## config.mk

```make
export PLATFORM = sky130hd
export DESIGN_NAME = ballot_unit
export DESIGN_NICKNAME = d
export VERILOG_FILES = /design/src/rtl/evm_pkg.sv /design/src/rtl/evm_debounce.sv /design/src/rtl/ballot_unit.sv
export SDC_FILE = /design/constraint.sdc
export NUM_CORES = 1
export LEC_CHECK = 0
export CORE_ASPECT_RATIO = 1.5
export CORE_UTILIZATION = 56
export DETAILED_ROUTE_END_ITERATION = 8
export PLACE_DENSITY = 0.86
export SLEW_MARGIN = 20
export SYNTH_ARGS = -nofsm -noshare
export SYNTH_HDL_FRONTEND = slang
export SYNTH_HIERARCHICAL = 1
export SYNTH_SLANG_ARGS = --single-unit
```

## constraint.sdc

```tcl
create_clock -name clk -period 3.85 [get_ports clk]
set_input_delay 1.155 -clock clk [delete_from_list [all_inputs] [get_ports clk]]
set_output_delay 1.155 -clock clk [all_outputs]
set_load 0.005 [all_outputs]
```

## src/rtl/evm_pkg.sv

```systemverilog
// Shared definitions for the EVM ballot front end: FSM encoding, party
// index width and the default vote-count width.
package evm_pkg;

   typedef enum logic [1:0] {
      S_IDLE   = 2'd0,
      S_ARMED  = 2'd1,
      S_CAST   = 2'd2,
      S_LOCKED = 2'd3
   } state_e;

   localparam int PARTY_W   = 2;
   localparam int N_PARTY   = 4;
   localparam int CNT_W_DEF = 7;

   // Index of the single high bit of a one-hot party vector.
   function automatic logic [PARTY_W-1:0] party_index(input logic [N_PARTY-1:0] onehot);
      party_index = '0;
      for (int i = 0; i < N_PARTY; i++) begin
         if (onehot[i]) party_index = PARTY_W'(i);
      end
   endfunction

endpackage

```

## src/rtl/evm_debounce.sv

```systemverilog
// One-bit button conditioner: 2-FF synchroniser followed by a filter that
// accepts a new level only after DEBOUNCE_CYCLES consecutive equal samples.
module evm_debounce #(
   parameter int DEBOUNCE_CYCLES = 4
) (
   input  logic clk,
   input  logic reset,
   input  logic i_raw,
   output logic o_level
);

   localparam int CW = (DEBOUNCE_CYCLES > 1) ? $clog2(DEBOUNCE_CYCLES) : 1;

   logic          r_sync1;
   logic          r_sync2;
   logic          r_level;
   logic [CW-1:0] r_cnt;

   // NOTE: all state updates are non-blocking so every flop samples the
   // pre-edge value of its neighbour; blocking here would collapse the
   // synchroniser into a single stage.
   always_ff @(posedge clk or negedge reset) begin
      if (!reset) begin
         r_sync1 <= 1'b0;
         r_sync2 <= 1'b0;
         r_level <= 1'b0;
         r_cnt   <= '0;
      end else begin
         r_sync1 <= i_raw;
         r_sync2 <= r_sync1;
         if (r_sync2 == r_level) begin
            r_cnt <= '0;
         end else if (r_cnt == CW'(DEBOUNCE_CYCLES - 1)) begin
            r_level <= r_sync2;
            r_cnt   <= '0;
         end else begin
            r_cnt <= r_cnt + CW'(1);
         end
      end
   end

   assign o_level = r_level;

endmodule

```

## src/rtl/ballot_unit.sv

```systemverilog
// Voter-facing ballot front end: arms once per authenticated voter, turns a
// single clean button press into one control strobe for the vote counter.
module ballot_unit
   import evm_pkg::*;
#(
   parameter int DEBOUNCE_CYCLES = 4,
   parameter int TIMEOUT_CYCLES  = 1000,
   parameter int CNT_W           = CNT_W_DEF
) (
   input  logic               clk,
   input  logic               reset,
   input  logic               mode,
   input  logic               id_valid,
   input  logic               reset_id_status,
   input  logic [N_PARTY-1:0] btn,
   output logic               control,
   output logic [PARTY_W-1:0] incr_party_vote,
   output logic               ready_lamp,
   output logic               busy,
   output logic               timeout_err,
   output logic [CNT_W-1:0]   votes_cast
);

   localparam int TW = (TIMEOUT_CYCLES > 1) ? $clog2(TIMEOUT_CYCLES) : 1;
   localparam logic [CNT_W-1:0] VOTES_MAX = '1;

   logic [N_PARTY-1:0] w_deb;
   logic [N_PARTY-1:0] w_press;
   logic               w_valid_press;
   logic               w_abort;
   logic [N_PARTY-1:0] r_deb_prev;
   state_e             r_state;
   logic [TW-1:0]      r_timer;

   for (genvar g = 0; g < N_PARTY; g++) begin : g_btn
      evm_debounce #(.DEBOUNCE_CYCLES(DEBOUNCE_CYCLES)) u_deb (
         .clk     (clk),
         .reset   (reset),
         .i_raw   (btn[g]),
         .o_level (w_deb[g])
      );
   end

   // A press counts only as a debounced rising edge, so a button already held
   // on arming never fires; it must be released and pressed again.
   assign w_press       = w_deb & ~r_deb_prev;
   assign w_valid_press = (w_press != '0) && $onehot(w_deb);
   assign w_abort       = reset_id_status || !mode;

   always_ff @(posedge clk or negedge reset) begin
      if (!reset) begin
         r_state         <= S_IDLE;
         r_timer         <= '0;
         r_deb_prev      <= '0;
         control         <= 1'b0;
         incr_party_vote <= '0;
         ready_lamp      <= 1'b0;
         busy            <= 1'b0;
         timeout_err     <= 1'b0;
         votes_cast      <= '0;
      end else begin
         r_deb_prev  <= w_deb;
         control     <= 1'b0;
         timeout_err <= 1'b0;
         unique case (r_state)
            S_IDLE: begin
               if (id_valid && mode) begin
                  r_state    <= S_ARMED;
                  r_timer    <= '0;
                  ready_lamp <= 1'b1;
                  busy       <= 1'b1;
               end
            end
            S_ARMED: begin
               if (w_abort) begin
                  r_state    <= S_IDLE;
                  ready_lamp <= 1'b0;
                  busy       <= 1'b0;
               end else if (w_valid_press) begin
                  r_state         <= S_CAST;
                  ready_lamp      <= 1'b0;
                  control         <= 1'b1;
                  incr_party_vote <= party_index(w_deb);
                  if (votes_cast != VOTES_MAX) votes_cast <= votes_cast + CNT_W'(1);
               end else if (r_timer == TW'(TIMEOUT_CYCLES - 1)) begin
                  r_state     <= S_IDLE;
                  ready_lamp  <= 1'b0;
                  busy        <= 1'b0;
                  timeout_err <= 1'b1;
               end else begin
                  r_timer <= r_timer + TW'(1);
               end
            end
            S_CAST: begin
               // The strobe is already on the wire; an abort here only ends the session.
               r_state <= w_abort ? S_IDLE : S_LOCKED;
               busy    <= !w_abort;
            end
            S_LOCKED: begin
               if (w_abort || (w_deb == '0)) begin
                  r_state <= S_IDLE;
                  busy    <= 1'b0;
               end
            end
            default: r_state <= S_IDLE;
         endcase
      end
   end

endmodule
```

; ---- Yosys cells after proc, flatten, opt, wreduce, memory -nomap -nowiden
; Index checks and enable logic that the tools add are counted.
[totals]
ff_bits = 49
in_bits = 9
output_inout_bits = 13
elab_cells = 122
[op_classes]
n_addsub = 9
eq_ne = 22
muxes = 39
n_bitwise = 7
reduce_logical = 20
[ops]
columns = operator, count
row1 = $mux 10, 4
row2 = $mux 2, 16
row3 = $pmux 10 s2, 1
row4 = $mux 1, 15
row5 = $eq 2x2->1 const B, 6
row6 = $add 10x1->10 const B, 1
row7 = $eq 10x10->1 const B, 1
row8 = $ne 2x2->1 const B, 5
row9 = $reduce_and 3->1, 3
row10 = $add 2x1->2 const B, 4
row11 = $pmux 2 s4, 1
row12 = $reduce_and 2->1, 4
row13 = $reduce_and 4->1, 2
row14 = $add 7x1->7 const B, 1
row15 = $ne 7x7->1 const B, 1
row16 = $ne 3x3->1 const B, 2
row17 = $not 1->1, 5
row18 = $reduce_and 5->1, 1
row19 = $add 1x1->2, 2
row20 = $and 4x4->4, 1
row21 = $eq 1x1->1, 4
row22 = $logic_not 4->1, 1
row23 = $ne 4x4->1 const B, 1
row24 = $not 4->4, 1
row25 = 11 further kinds, 14

; ---- Longest topological paths before layout
; Gate-level depths: netlist of the first run.
[logic_depth]
ltp_word = 7
depth_mapped = 10
ltp_nobuf = 10

; ---- Modules after synthesis
; The synthesis of the first run kept the hierarchy.
[by_module_without_submodules]
columns = mod, instances, cells_each, area_per_inst_um2, seq_area_each_um2
row1 = ballot_unit, 1, 154, 1572.8, 725.7
row2 = evm_debounce, 4, 10, 173.9, 125.1

; ---- Least setup slack after synthesis of the first run
; No wires, ideal clock.
[synth_timing]
path_type = register -> register
from = reg g_btn[0].u_deb.r_level
to = reg incr_party_vote[0]
setup_ps = 125
t_arrival_ps = 2569
required_time_ps = 3725
setup_slack_ps = 1156
stages_incl_launch_ff = 10
path_buffers = 0
synth_period_minus_slack_ps = 2694
cell_sequence = dfrtp_1 -> inv_1 -> fa_1 -> inv_1 -> ha_1 -> ha_1 -> nor3b_4 -> o41ai_4 -> nor3_2 -> mux2_2
[synth_between]
elab_chain_cells = 5
word_cells_on_any_way = 7
cone_classes = 2 x add/sub / 1 x eq/ne / 1 x bitwise / 3 x reduce/logical
[synth_lines]
columns = element, line
row1 = "start, declared", evm_debounce.sv:16  ; logic r_level;
row2 = "start signal, assigned", evm_debounce.sv:34  ; r_level <= r_sync2;
row3 = $add 1x1->2 (not written as such), ballot_unit.sv:47  ; assign w_valid_press = (w_press != '0) && $onehot(w_deb);
row4 = $add 2x2->3 (not written as such), ballot_unit.sv:47
row5 = $eq 3x1->1, ballot_unit.sv:47
row6 = $logic_and 1x1->1 *, ballot_unit.sv:47
row7 = $reduce_and 3->1 (no source line) *, n/a
row8 = "end signal, assigned", ballot_unit.sv:83  ; incr_party_vote <= party_index(w_deb);
row9 = "end, declared", ballot_unit.sv:17  ; output logic [PARTY_W-1:0] incr_party_vote,
; Mark *: on every way between the ends. The rest lies on a longest branch, timed or not.
; A chain may end at the register's enable or synchronous reset.

; ---- Worst setup path in the final report of the first run
; Ends and elaborated chain as after synthesis.

==> flow_summary.ini, run 1 <==
[pwr]
p_int_w = 0.001101
power_density_mw_per_mm2 = 646.4
finalPower_w = 0.001694
p_leak_nw = 1.156
power.share.switching = 0.3496
p_seq_frac = 0.438
switchingPower_w = 0.0005921
ir_drop_mv = 0.4806
clockPowerShare = 0.191
comb_power_share = 0.372

[synth]
syn_inst = 194
yosysSeqAreaShare = 0.5405
yosysUniqueCellTypes = 47
syn_area_mm2 = 0.002268
post-synth-top-count-cell = dfrtp_1
synth_commonest_cells = 49 x dfrtp_1, 16 x nand2_1, 12 x nand3_1
ys.flop_type = dfrtp_1
syn_avg_cell_area_um2 = 11.69
yosys-top-cells-area = dfrtp_1 54%, ha_1 5.0%, xnor2_1 3.5%, mux2_2 3.0%, nand3_1 2.6%
syn_nets = 213
ys_warn_count = 6
synth_edf_count = 0
synth_top_area_frac = 0.5405
synth_top_area_cell = dfrtp_1
synth-seq-cells = 49
synthArstFlopShare = 1.000

[clock_tree]
clk_pin_slew_ns = 0.10
cts_tree = done
cts_buffers = 5
cts_max_level = 2
ctsResizeCount = 0
clk_path_buf_depth = 2
postCtsHoldBufs = 0
clockRootBuffer = clkbuf_8
clk_latency_ns = 0.30
post_cts_buffers = 0
clock_sinks = 49

[placed_design]
dp_cells = 257
dp_hpwl_um = 2809
port_buffers = 21
routabilityCongestion = 0.9484

[global_route]
grtUsageMet1 = 0.2678
grtUsageMet2 = 0.3420
grt_overflow_total = 0
antenna_found_initial = 0
grt_busiest_layer = met2
grt_pass1_wl_um = 6617
grt_use_total = 0.2125
grt_pass1_vias = 1493
grt_max_degree = 50
met3_usage = 0.04190

[sta]
finalSetupViolCount = 0
skew_ns = 0.008707
drv_slew = 0
timing.final.crit_share = 0.7730
max_freq_mhz = 336.0
hold_ws_ns = 0.3521
rsz0062_at_grt = false
tightest_slew_ns = 0.7181
hold_violations = 0
fin_setup_tns_ns = 0
slew_headroom = 0.5169
fin_crit_ns = 2.976

[die]
die_w_um = 53.97
die-height_um = 79.95
row_count = 28
start_util = 0.5781
dieArea_mm2 = 0.004315
core_area_mm2 = 0.003924
num_io_pins = 22

[setup_path]
cp-start-kind = flip-flop
critPathMaxFanout = 9
crit_required_ns = 4.04
cp_num_buf_inv = 2
cp_data_arrival_time_ns = 3.16
crit_chain = inv_1, fa_1, inv_1, ha_1, ha_1, nor3b_4, o41ai_4, nor3_2, mux2_2
cp-end-kind = flip-flop
cp_slowest_cell = fa_1
rrSetupSlack_ns = 0.87
crit_family = adder cells
max_stage_delay_ns = 0.53
path_class = flip-flop to flip-flop

[final_layout]
drive_gt1_frac = 0.1409
final_cells = 265
antenna_cells = 0
syn2layout_area_growth_pct = 15.50
final_util = 0.6677
final_nets = 238

[routing]
wl_per_cell_um = 14.72
vias_per_cell = 5.830
vias = 1545
drt_iter0_markers = 49
drc = 0
firstDrtPassIters = 5
ant_nets = 0
drt_wl_total_um = 3902

[hold_path]
hp-class = flip-flop to flip-flop

[outcome]
outcome = complete, no violations

[run]
maxCapViolCount = 0
==> cell usage in the layout, fill, tap and decap left out, types with 3 or more instances in the layout <==
master	netlist	routed
dfrtp_1	49	49
clkdlybuf4s50_1	0	20
nand2_1	16	16
nand3_1	12	12
xnor2_1	9	9
ha_1	9	9
inv_1	8	8
nor2_1	8	8
nor2b_1	6	6
mux2_2	6	6
o21ai_1	6	6
clkbuf_8	0	6
nor3_2	5	5
a21oi_1	4	4
nor3_1	4	4
nand4_1	3	3
xor2_1	3	3
o21ai_0	3	3
or4_1	3	3
==> path summary, 6_finish.rpt <==
path,endpoint,startpoint,cells past startpoint
hold / removal,g_btn[1].u_deb/r_sync2,g_btn[1].u_deb/r_sync1,0
min in group asynchronous,g_btn[1].u_deb/r_cnt[1],reset,1
setup / recovery,incr_party_vote[0],g_btn[0].u_deb/o_level,9
setup reg to reg,incr_party_vote[0],g_btn[0].u_deb/o_level,9
max in group asynchronous,busy,reset,1
hold reg to reg,g_btn[1].u_deb/r_sync2,g_btn[1].u_deb/r_sync1,0
==> area by class of cell <==
type,instances,area (um^2)
Fill cell,300,1304
Timing Repair Buffer,21,207.7
Tap cell,45,56.30
Sequential cell,49,1226
Clock inverter,2,17.52
Clock buffer,6,82.58
Inverter,8,30.03
Multi-Input combinational cell,134,999.7
==> registers in the layout, summed over array words and instances (netlist names) <==
register	count
timeout_err	1
busy	1
g_btn.u_deb/o_level	4
g_btn.u_deb/r_sync2	4
g_btn.u_deb/r_sync1	4
control	1
r_state	2
r_deb_prev	4
incr_party_vote	2
ready_lamp	1
g_btn.u_deb/r_cnt	8
votes_cast	7
r_timer	10
==> cells by family (layout without fill, tap and decap cells) <==
family / after synthesis / count (layout) / share of synthesized area
AND/OR/NAND/NOR: 77 / 77 / 0.2080
adder cells (fa/ha/maj): 10 / 10 / 0.05847
multiplexers: 8 / 8 / 0.03861
flip-flops: 49 / 49 / 0.5405
buffers and inverters: 11 / 37 / 0.01875
XOR/XNOR: 12 / 12 / 0.04634
AO/OA/AOI/OAI: 27 / 27 / 0.08936
==> per-stage QoR <==
| step | setup WS, ns | area [um^2] |
|---|---|---|
| finish | 0.8738 | 2620 |
| global route | 0.6771 | 2620 |
| CTS | 0.8602 | 2618 |
| detailed placement | 0.6957 | 2517 |
| global placement | 0.8132 | 2517 |
| floorplan | 1.156 | 2268 |
==> metal layers <==
layer / up-vias / wire length (um) / part of all wire
met2: 44 / 1991 / 0.51
met5: - / 0 / 0
met3: 6 / 159 / 0.041
met1: 759 / 1702 / 0.44
li1: 736 / - / -
met4: 0 / 49 / 0.013
==> power groups by stage <==
stage	Sequential [W]	Combinational, W	Clock [W]
floorplan	0.000724	0.000486	0
global placement	0.000750	0.000609	0
detailed placement	0.000754	0.000632	0
CTS	0.000745	0.000636	0.000333
global route	0.000763	0.000693	0.000352
finish	0.000742	0.000629	0.000323
Note: power is estimated with default switching activity, not from simulation.
==> run 2, diff against run 1 <==
==> constraint.sdc (replaced) <==
create_clock -name clk -period 3 [get_ports clk]
set_input_delay 0.9 -clock clk [delete_from_list [all_inputs] [get_ports clk]]
set_output_delay 0.9 -clock clk [all_outputs]
set_load 0.005 [all_outputs]
==> run 2 against run 1 <==
  * Clock skew fell by 0.0042 ns
  * Final area rose by 0.53%
  * Worst hold slack improved by 0.0046 ns
  * Utilization rose by 0.35 points
  * Combinational power rose by 41%
  * Register-to-register slack got worse by 0.69 ns
  * Total power rose by 30%
  * Setup slack got worse by 0.69 ns
  * Non-clock buffer count rose by 4
  * Fmax rose by 5.8%
  * Critical path type unchanged
  * Critical endpoint is now votes_cast[5]
  * Highest routed layer unchanged
==> flow_summary.ini, run 2 (synthesis results as in run 1) <==
[setup_path]
crit_required_ns = 3.23
path_class = flip-flop to flip-flop
reg2reg_depth = 10
cp-start-kind = flip-flop
cp-end-kind = flip-flop
critPathMaxFanout = 5
cp_data_arrival_time_ns = 3.04

[routing]
drc = 0
vias_per_cell = 5.725
ant_nets = 0
vias = 1540
wl_per_cell_um = 15.35
drt_iter0_markers = 43
firstDrtPassIters = 4
drt_wl_total_um = 4129

[final_layout]
final_cell_mix = 49 x dfrtp_1, 20 x clkdlybuf4s50_1, 16 x nand2_1, 12 x nand3_1
final_nets = 242
multi_input_comb_area_um2 = 999.7
final_util = 0.6712
drive_gt1_frac = 0.1518
largest_register_ffs = 10
seq_area_mm2 = 0.001226
fillers = 284
top_register = r_timer
syn2layout_area_growth_pct = 16.11
fin_area_mm2 = 0.002634
antenna_cells = 0
layout_commonest_cell = dfrtp_1
reg_top3 = r_timer x10, g_btn.u_deb/r_cnt x8, votes_cast x7

[sta]
tightest_slew_ns = 0.7617
max_freq_mhz = 355.5
slew_headroom = 0.4875
rsz0062_at_grt = false
drv_slew = 0
fin_setup_tns_ns = 0
finalSetupViolCount = 0
hold_ws_ns = 0.3567
timing.final.crit_share = 0.9376
skew_ns = 0.004554
hold_violations = 0
fin_crit_ns = 2.813
setup_ws_ns = 0.1871

[clock_tree]
clockRootBuffer = clkbuf_8
clock_sinks = 49
clk_pin_slew_ns = 0.09
cts_tree = done
clk_path_buf_depth = 2
ctsResizeCount = 0
cts_buffers = 5
clk_latency_ns = 0.30
cts_max_level = 2
postCtsHoldBufs = 0
post_cts_buffers = 0

[global_route]
grt_overflow_total = 0
grt_use_total = 0.2270
grt_pass1_vias = 1513
grt_max_degree = 50
antenna_found_initial = 0
grt_pass1_wl_um = 6879

[pwr]
power_density_mw_per_mm2 = 838.9
p_leak_nw = 1.169
ir_drop_mv = 0.5363

[placed_design]
dp_hpwl_um = 2967
dpl_cell_area_mm2 = 0.002540
port_buffers = 21
routabilityCongestion = 0.9319
place_ws_ns = 0.007657

[hold_path]
hp-class = flip-flop to flip-flop
min_path_cells = 0

[outcome]
outcome = complete, no violations

[die]
num_io_pins = 22
dieArea_mm2 = 0.004315
row_count = 28
die-height_um = 79.95
core_area_mm2 = 0.003924
die_w_um = 53.97
start_util = 0.5781

[run]
maxCapViolCount = 0
[run 2: worst max-delay path: stages (launching register included)]
cell and delay (ns):
dfrtp_1 0.42, inv_1 0.10, fa_1 0.54, inv_1 0.04
ha_1 0.17, ha_1 0.31, nor3b_4 0.26, o41a_1 0.24
nand3_1 0.18, nor3_1 0.31, xor2_1 0.17
[run 2: path summary, 6_finish.rpt]
kind                                              from                endpoint  slack, ns
worst min register to register  g_btn[2].u_deb/r_sync1  g_btn[2].u_deb/r_sync2       0.36
min in group asynchronous                        reset  g_btn[1].u_deb/r_sync2       0.68
worst max register to register  g_btn[0].u_deb/o_level           votes_cast[5]       0.19
worst max-delay path            g_btn[0].u_deb/o_level           votes_cast[5]       0.19
max in group asynchronous                        reset              r_timer[8]       1.92
worst min-delay path            g_btn[2].u_deb/r_sync1  g_btn[2].u_deb/r_sync2       0.36
[run 2: layout make-up]
class / instances / share of cell area
well taps: 45 / 0.02138
multi-input cells: 134 / 0.3796
inverters: 8 / 0.01140
clock buffers: 6 / 0.02755
repair buffers: 25 / 0.08931
clock inverters: 2 / 0.005226
flip-flops and latches: 49 / 0.4656
[run 2: report_power, final]
group | internal (W) | total, W | leakage [nW] | switching [W]
sequential | 0.000812 | 0.000943 | 0.631 | 0.000131
combinational | 0.000449 | 0.000886 | 0.493 | 0.000437
clock | 0.000166 | 0.000380 | 0.0456 | 0.000214
[run 2: routing by layer]
layer  track usage  routed length (um)  vias up
met1        0.2803                1741      738
met5             0                   0        -
met2        0.3753                2146       44
met4       0.08158                  79        0
li1              -                   -      749
met3       0.05143                 162        9
[run 2: stage by stage]
stage / power (W) / instances
CTS: 0.002200 / 268
global route: 0.002357 / 269
floorplan: 0.001553 / 194
detailed placement: 0.001810 / 260
global placement: 0.001768 / 260
finish: 0.002209 / 269
